### src/rtl/ddr_lane_sched.sv
// Round-robin scheduler that shares one dual-edge output lane between N requesters.
// state  | meaning
// IDLE   | no owner; choose the next requester round-robin
// XFER   | owner streams beats; a stall watchdog runs
// GAP    | turnaround idle cycles after each packet
module ddr_lane_sched #(
    parameter int N       = 4,
    parameter int W       = 8,
    parameter int GAP     = 2,
    parameter int TIMEOUT = 8
) (
    input  logic                   clk_i,
    input  logic                   rst_i,
    input  logic [N-1:0]           req_valid_i,
    input  logic [N*2*W-1:0]       req_data_i,
    input  logic [N-1:0]           req_last_i,
    output logic [N-1:0]           req_ready_o,
    output logic                   lane_en_o,
    output logic [W-1:0]           lane_rise_o,
    output logic [W-1:0]           lane_fall_o,
    output logic                   lane_sop_o,
    output logic                   lane_eop_o,
    output logic [$clog2(N)-1:0]   lane_owner_o,
    output logic                   abort_o,
    output logic                   busy_o
);
    localparam int OW     = $clog2(N);
    localparam int SW     = $clog2(TIMEOUT + 1);
    localparam int GW     = (GAP > 0) ? $clog2(GAP + 1) : 1;
    localparam int GAP_LD = (GAP > 0) ? GAP - 1 : 0;

    typedef enum logic [1:0] {S_IDLE, S_XFER, S_GAP} state_t;
    localparam state_t PKT_DONE = (GAP == 0) ? S_IDLE : S_GAP;

    state_t          state_q;
    logic [OW-1:0]   owner_q;
    logic [OW-1:0]   rr_ptr_q;
    logic [SW-1:0]   stall_q;
    logic [GW-1:0]   gap_q;
    logic            sop_pend_q;
    logic            lane_en_q;
    logic [W-1:0]    lane_rise_q;
    logic [W-1:0]    lane_fall_q;
    logic            lane_sop_q;
    logic            lane_eop_q;
    logic            abort_q;

    logic            beat;
    logic            beat_valid;
    logic            beat_last;
    logic [2*W-1:0]  beat_data;
    logic            grant_found;
    logic [OW-1:0]   grant_idx;
    logic [OW-1:0]   cand;

    always_comb begin
        beat_valid = 1'b0;
        beat_last  = 1'b0;
        beat_data  = '0;
        for (int k = 0; k < N; k++) begin
            if (owner_q == OW'(k)) begin
                beat_valid = req_valid_i[k];
                beat_last  = req_last_i[k];
                beat_data  = req_data_i[k*2*W +: 2*W];
            end
        end
        beat = (state_q == S_XFER) && beat_valid;
    end

    // Search starts one past the previous owner so every requester gets a turn.
    always_comb begin
        grant_found = 1'b0;
        grant_idx   = '0;
        cand        = '0;
        for (int k = 1; k <= N; k++) begin
            cand = OW'((int'(rr_ptr_q) + k) % N);
            if (!grant_found && req_valid_i[cand]) begin
                grant_found = 1'b1;
                grant_idx   = cand;
            end
        end
    end

    always_comb begin
        req_ready_o = '0;
        if (state_q == S_XFER) begin
            req_ready_o[owner_q] = 1'b1;
        end
    end

    always_ff @(posedge clk_i) begin
        if (rst_i) begin
            state_q     <= S_IDLE;
            owner_q     <= '0;
            rr_ptr_q    <= OW'(N - 1);
            stall_q     <= '0;
            gap_q       <= '0;
            sop_pend_q  <= 1'b0;
            lane_en_q   <= 1'b0;
            lane_rise_q <= '0;
            lane_fall_q <= '0;
            lane_sop_q  <= 1'b0;
            lane_eop_q  <= 1'b0;
            abort_q     <= 1'b0;
        end else begin
            lane_en_q  <= 1'b0;
            lane_sop_q <= 1'b0;
            lane_eop_q <= 1'b0;
            abort_q    <= 1'b0;
            case (state_q)
                S_IDLE: begin
                    if (grant_found) begin
                        owner_q    <= grant_idx;
                        stall_q    <= '0;
                        sop_pend_q <= 1'b1;
                        state_q    <= S_XFER;
                    end
                end
                S_XFER: begin
                    if (beat) begin
                        lane_en_q   <= 1'b1;
                        lane_rise_q <= beat_data[W-1:0];
                        lane_fall_q <= beat_data[2*W-1:W];
                        lane_sop_q  <= sop_pend_q;
                        sop_pend_q  <= 1'b0;
                        stall_q     <= '0;
                        if (beat_last) begin
                            lane_eop_q <= 1'b1;
                            rr_ptr_q   <= owner_q;
                            gap_q      <= GW'(GAP_LD);
                            state_q    <= PKT_DONE;
                        end
                    end else if (stall_q == SW'(TIMEOUT - 1)) begin
                        // Lane data is left as-is; only the abort pulse marks the truncation.
                        abort_q  <= 1'b1;
                        rr_ptr_q <= owner_q;
                        gap_q    <= GW'(GAP_LD);
                        state_q  <= PKT_DONE;
                    end else begin
                        stall_q <= stall_q + 1'b1;
                    end
                end
                S_GAP: begin
                    if (gap_q == '0) begin
                        state_q <= S_IDLE;
                    end else begin
                        gap_q <= gap_q - 1'b1;
                    end
                end
                default: state_q <= S_IDLE;
            endcase
        end
    end

    assign lane_en_o    = lane_en_q;
    assign lane_rise_o  = lane_rise_q;
    assign lane_fall_o  = lane_fall_q;
    assign lane_sop_o   = lane_sop_q;
    assign lane_eop_o   = lane_eop_q;
    assign lane_owner_o = owner_q;
    assign abort_o      = abort_q;
    assign busy_o       = (state_q != S_IDLE);

endmodule

### config.mk
export PLATFORM = sky130hd
export DESIGN_NAME = ddr_lane_sched
export DESIGN_NICKNAME = d
export VERILOG_FILES = /design/src/rtl/ddr_lane_sched.sv
export SDC_FILE = /design/constraint.sdc
export NUM_CORES = 1
export LEC_CHECK = 0
export BUFFER_PORTS_ARGS = -buffer_cell sky130_fd_sc_hd__buf_2
export CAP_MARGIN = 20
export CORE_MARGIN = 5
export CORE_UTILIZATION = 40
export CTS_CLUSTER_DIAMETER = 50
export CTS_CLUSTER_SIZE = 12
export DETAILED_ROUTE_END_ITERATION = 8
export PLACE_DENSITY = 0.86
export SLEW_MARGIN = 15
export SYNTH_ARGS = -nofsm -noshare
export SYNTH_HDL_FRONTEND = slang
export SYNTH_SLANG_ARGS = --single-unit
### constraint.sdc
create_clock -name clk_i -period 2.2 [get_ports clk_i]
set_clock_uncertainty 0.2 [all_clocks]
set_input_delay 0.22 -clock clk_i [delete_from_list [all_inputs] [get_ports clk_i]]
set_output_delay 0.22 -clock clk_i [all_outputs]
set_load 0.01 [all_outputs]
==> metrics.txt <==
core area=4350 um2; vias in the first global route=around 1,800; Top Metal Used=met4; synth top area cells=dfxtp_1 37%, mux4_2 23%, nand2_1 8.4%; sequential area share after synthesis=0.368; post-synth top area share=0.368; overall power=around 0.0018 W; CP peak stage delay=around 0.59 ns; most frequent cell after synthesis=nand2_1; ratio of cells with drive above 1 in the final layout=0.473; DRC errors left=0; worst setup path category=register to register; syn_nets=around 260; CP Cell Sequence=mux4_2, mux2i_2, nor2_1, o31a_1; R2R Path Start=lane_owner_o[0]$_SDFFE_PP0P_; die height=a little under 80 um; RSZ-0062 raised after global routing=no; Critical Path Source Type=register; first-pass GRT wire length=8550 um; CP max stage cell=mux4_2; H-Tree Depth=2; Worst R2R Path Depth=4; gpl congestion=between 0.8 and 0.9; detailed-routed wire length on met2=2720 um; Post-synth ARST share=0; via-per-instance ratio=5.36; Root Buffer=clkbuf_8; I/O pins=just over 100; fin crit share=0.928; setup_tns=0 ns; worst rel slew slack=0.609; number of inserted diodes=0; P&R area growth vs syn=40.1%; final hold viol count=0; Max Cap Viol=0; worst vdd rail ir drop=0.000593 V; number of buffers created by CTS=5; Crit. End Element=register; commonest register cell after synthesis=dfxtp_1; status=completed; met1 WL=approximately 2100 um; WHS Path Cells=2; Vias=around 1,800; crit path max fanout=6; min cycle time layout=slightly above 2 ns; starting density of the core=0.412; DP HPWL=approximately 4200 um; initial antenna violation count=0; Pleak=1.13 nW; initial DRC count=between 60 and 70; remaining global-route overflow=0; cells after synthesis=roughly 190; Reg area=around 660 um2; hold path start=rst_i; Port Buffers=100; clk sink count=33; Post-synth top cells=40 x nand2_1, 33 x dfxtp_1, 27 x a21oi_1; Worst-Margin Slew=0.586 ns; Setup Fix Bufs, Post-CTS=0; die area=5930 um2; Post-CTS Hold Fix Bufs=0; Worst R2R Setup Slack=approximately 0.16 ns; largest area contributor in the netlist=dfxtp_1; multi-input logic area=between 1000 and 1500 um2; fill count=slightly below 400; GRT Resource Usage Total=0.176; Slew Limit Fails=0; CTS max path bufs=2; count of different cell masters after synthesis=31; Clk pin slew, worst setup/hold paths=~0.070 ns; Pwr Density=727 nW/um2; ANT nets after route=0; synthesized area=1800 um2; largest net degree at the start of global routing=24; CP required=approximately 2.2 ns; syn_area_per_cell=9.55 um2; Layout Nets=367; final setup fails=0; Die X=a little under 80 um; Rows=24; number of synthesized flops with an enable pin=0; wire length on met3=~520 um; FF-to-FF End=gap_q[0]$_SDFFE_PP0P_; Worst EP arrival=between 2 and 2.5 ns; Hold Path Class=primary input to register; Resized cells post-CTS=0; fmax=490 MHz; CTS tree=done; Worst Hold Path EP=gap_q[1]$_SDFFE_PP0P_; routed wire length=5390 um; Yosys warnings=0; Seq cells post-synth=33; Clock Latency Late Sink=approximately 0.28 ns; first-pass iteration count of the detailed router=4; WL per Instance=~16 um
[area by class of cell]
type	count	area share
clock inverter	3	0.0259
tap	52	0.0259
inverter	7	0.0104
sequential	33	0.263
clock buffer	5	0.0274
multi-input combinational	137	0.427
timing repair buffer	107	0.220
[worst max path at each step]
stage,from,depth (start not counted),to
finish,lane_owner_o[0]$_SDFFE_PP0P_,4,gap_q[0]$_SDFFE_PP0P_
global route,lane_owner_o[0]$_SDFFE_PP0P_,4,rr_ptr_q[1]$_SDFFE_PP1P_
CTS,lane_owner_o[0]$_SDFFE_PP0P_,4,gap_q[0]$_SDFFE_PP0P_
detailed placement,lane_owner_o[0]$_SDFFE_PP0P_,4,gap_q[0]$_SDFFE_PP0P_
global placement,lane_owner_o[0]$_SDFFE_PP0P_,4,gap_q[0]$_SDFFE_PP0P_
floorplan,lane_owner_o[0]$_SDFFE_PP0P_,5,stall_q[3]$_SDFFE_PP0P_
[worst max-delay path, delay by kind of cell (launching register included)]
kind	cells	cell delay, ns
and+or+nand+nor	1	0.12
DFF	1	0.41
muxes	2	0.91
AOI/OAI and AO/OA	1	0.29
[flip-flops by register name, indices dropped and copies added (netlist names), 2 cells and up]
signal / flops
gap_q: 2
stall_q: 4
lane_owner_o: 2
state_q: 2
rr_ptr_q: 2
lane_fall_o: 8
lane_rise_o: 8
[metal layers]
| metal | up-vias | GRT usage |
|---|---|---|
| li1 | 890 | - |
| met1 | 861 | 0.199 |
| met2 | 88 | 0.308 |
| met3 | 5 | 0.0679 |
| met4 | 0 | 0.0447 |
| met5 | - | 0 |
[logic make-up after synthesis]
logic type / after synthesis / share of synthesized area
adders and majority gates: 2 / 0.0139
muxes: 20 / 0.237
DFF: 33 / 0.368
and+or+nand+nor: 77 / 0.205
buffers and inverters: 19 / 0.0502
AOI/OAI and AO/OA: 37 / 0.126
[stage by stage]
step                setup slack [ns]  hold WS (ns)  cell area [um2]   util  instances
finish                         0.158        0.0426             2510  0.578        344
global placement               0.123         0.236             2350  0.540        335
floorplan                     0.0639         0.107             1800      -        188
global route                  0.0841        0.0463             2510  0.578        344
CTS                           0.0468        0.0373             2480  0.570        343
detailed placement            0.0475         0.245             2350  0.540        335
[where the power goes]
part / switching, W / leakage, nW / internal, W / total, W
Clock: 0.000220 / 0.0681 / 0.000450 / 0.000670
Sequential: 0.0000375 / 0.269 / 0.000645 / 0.000683
Combinational: 0.000230 / 0.791 / 0.000245 / 0.000475
[layout by cell type (no fill, tap or decap), types with 4 or more instances in the layout]
cell type	count
buf_4	7
mux4_2	18
buf_2	100
nor2_1	11
nand2_1	40
clkbuf_8	5
nand2b_1	6
inv_1	7
nor3_1	4
dfxtp_1	32
a21oi_1	27
(Power assumes the default switching activity.)
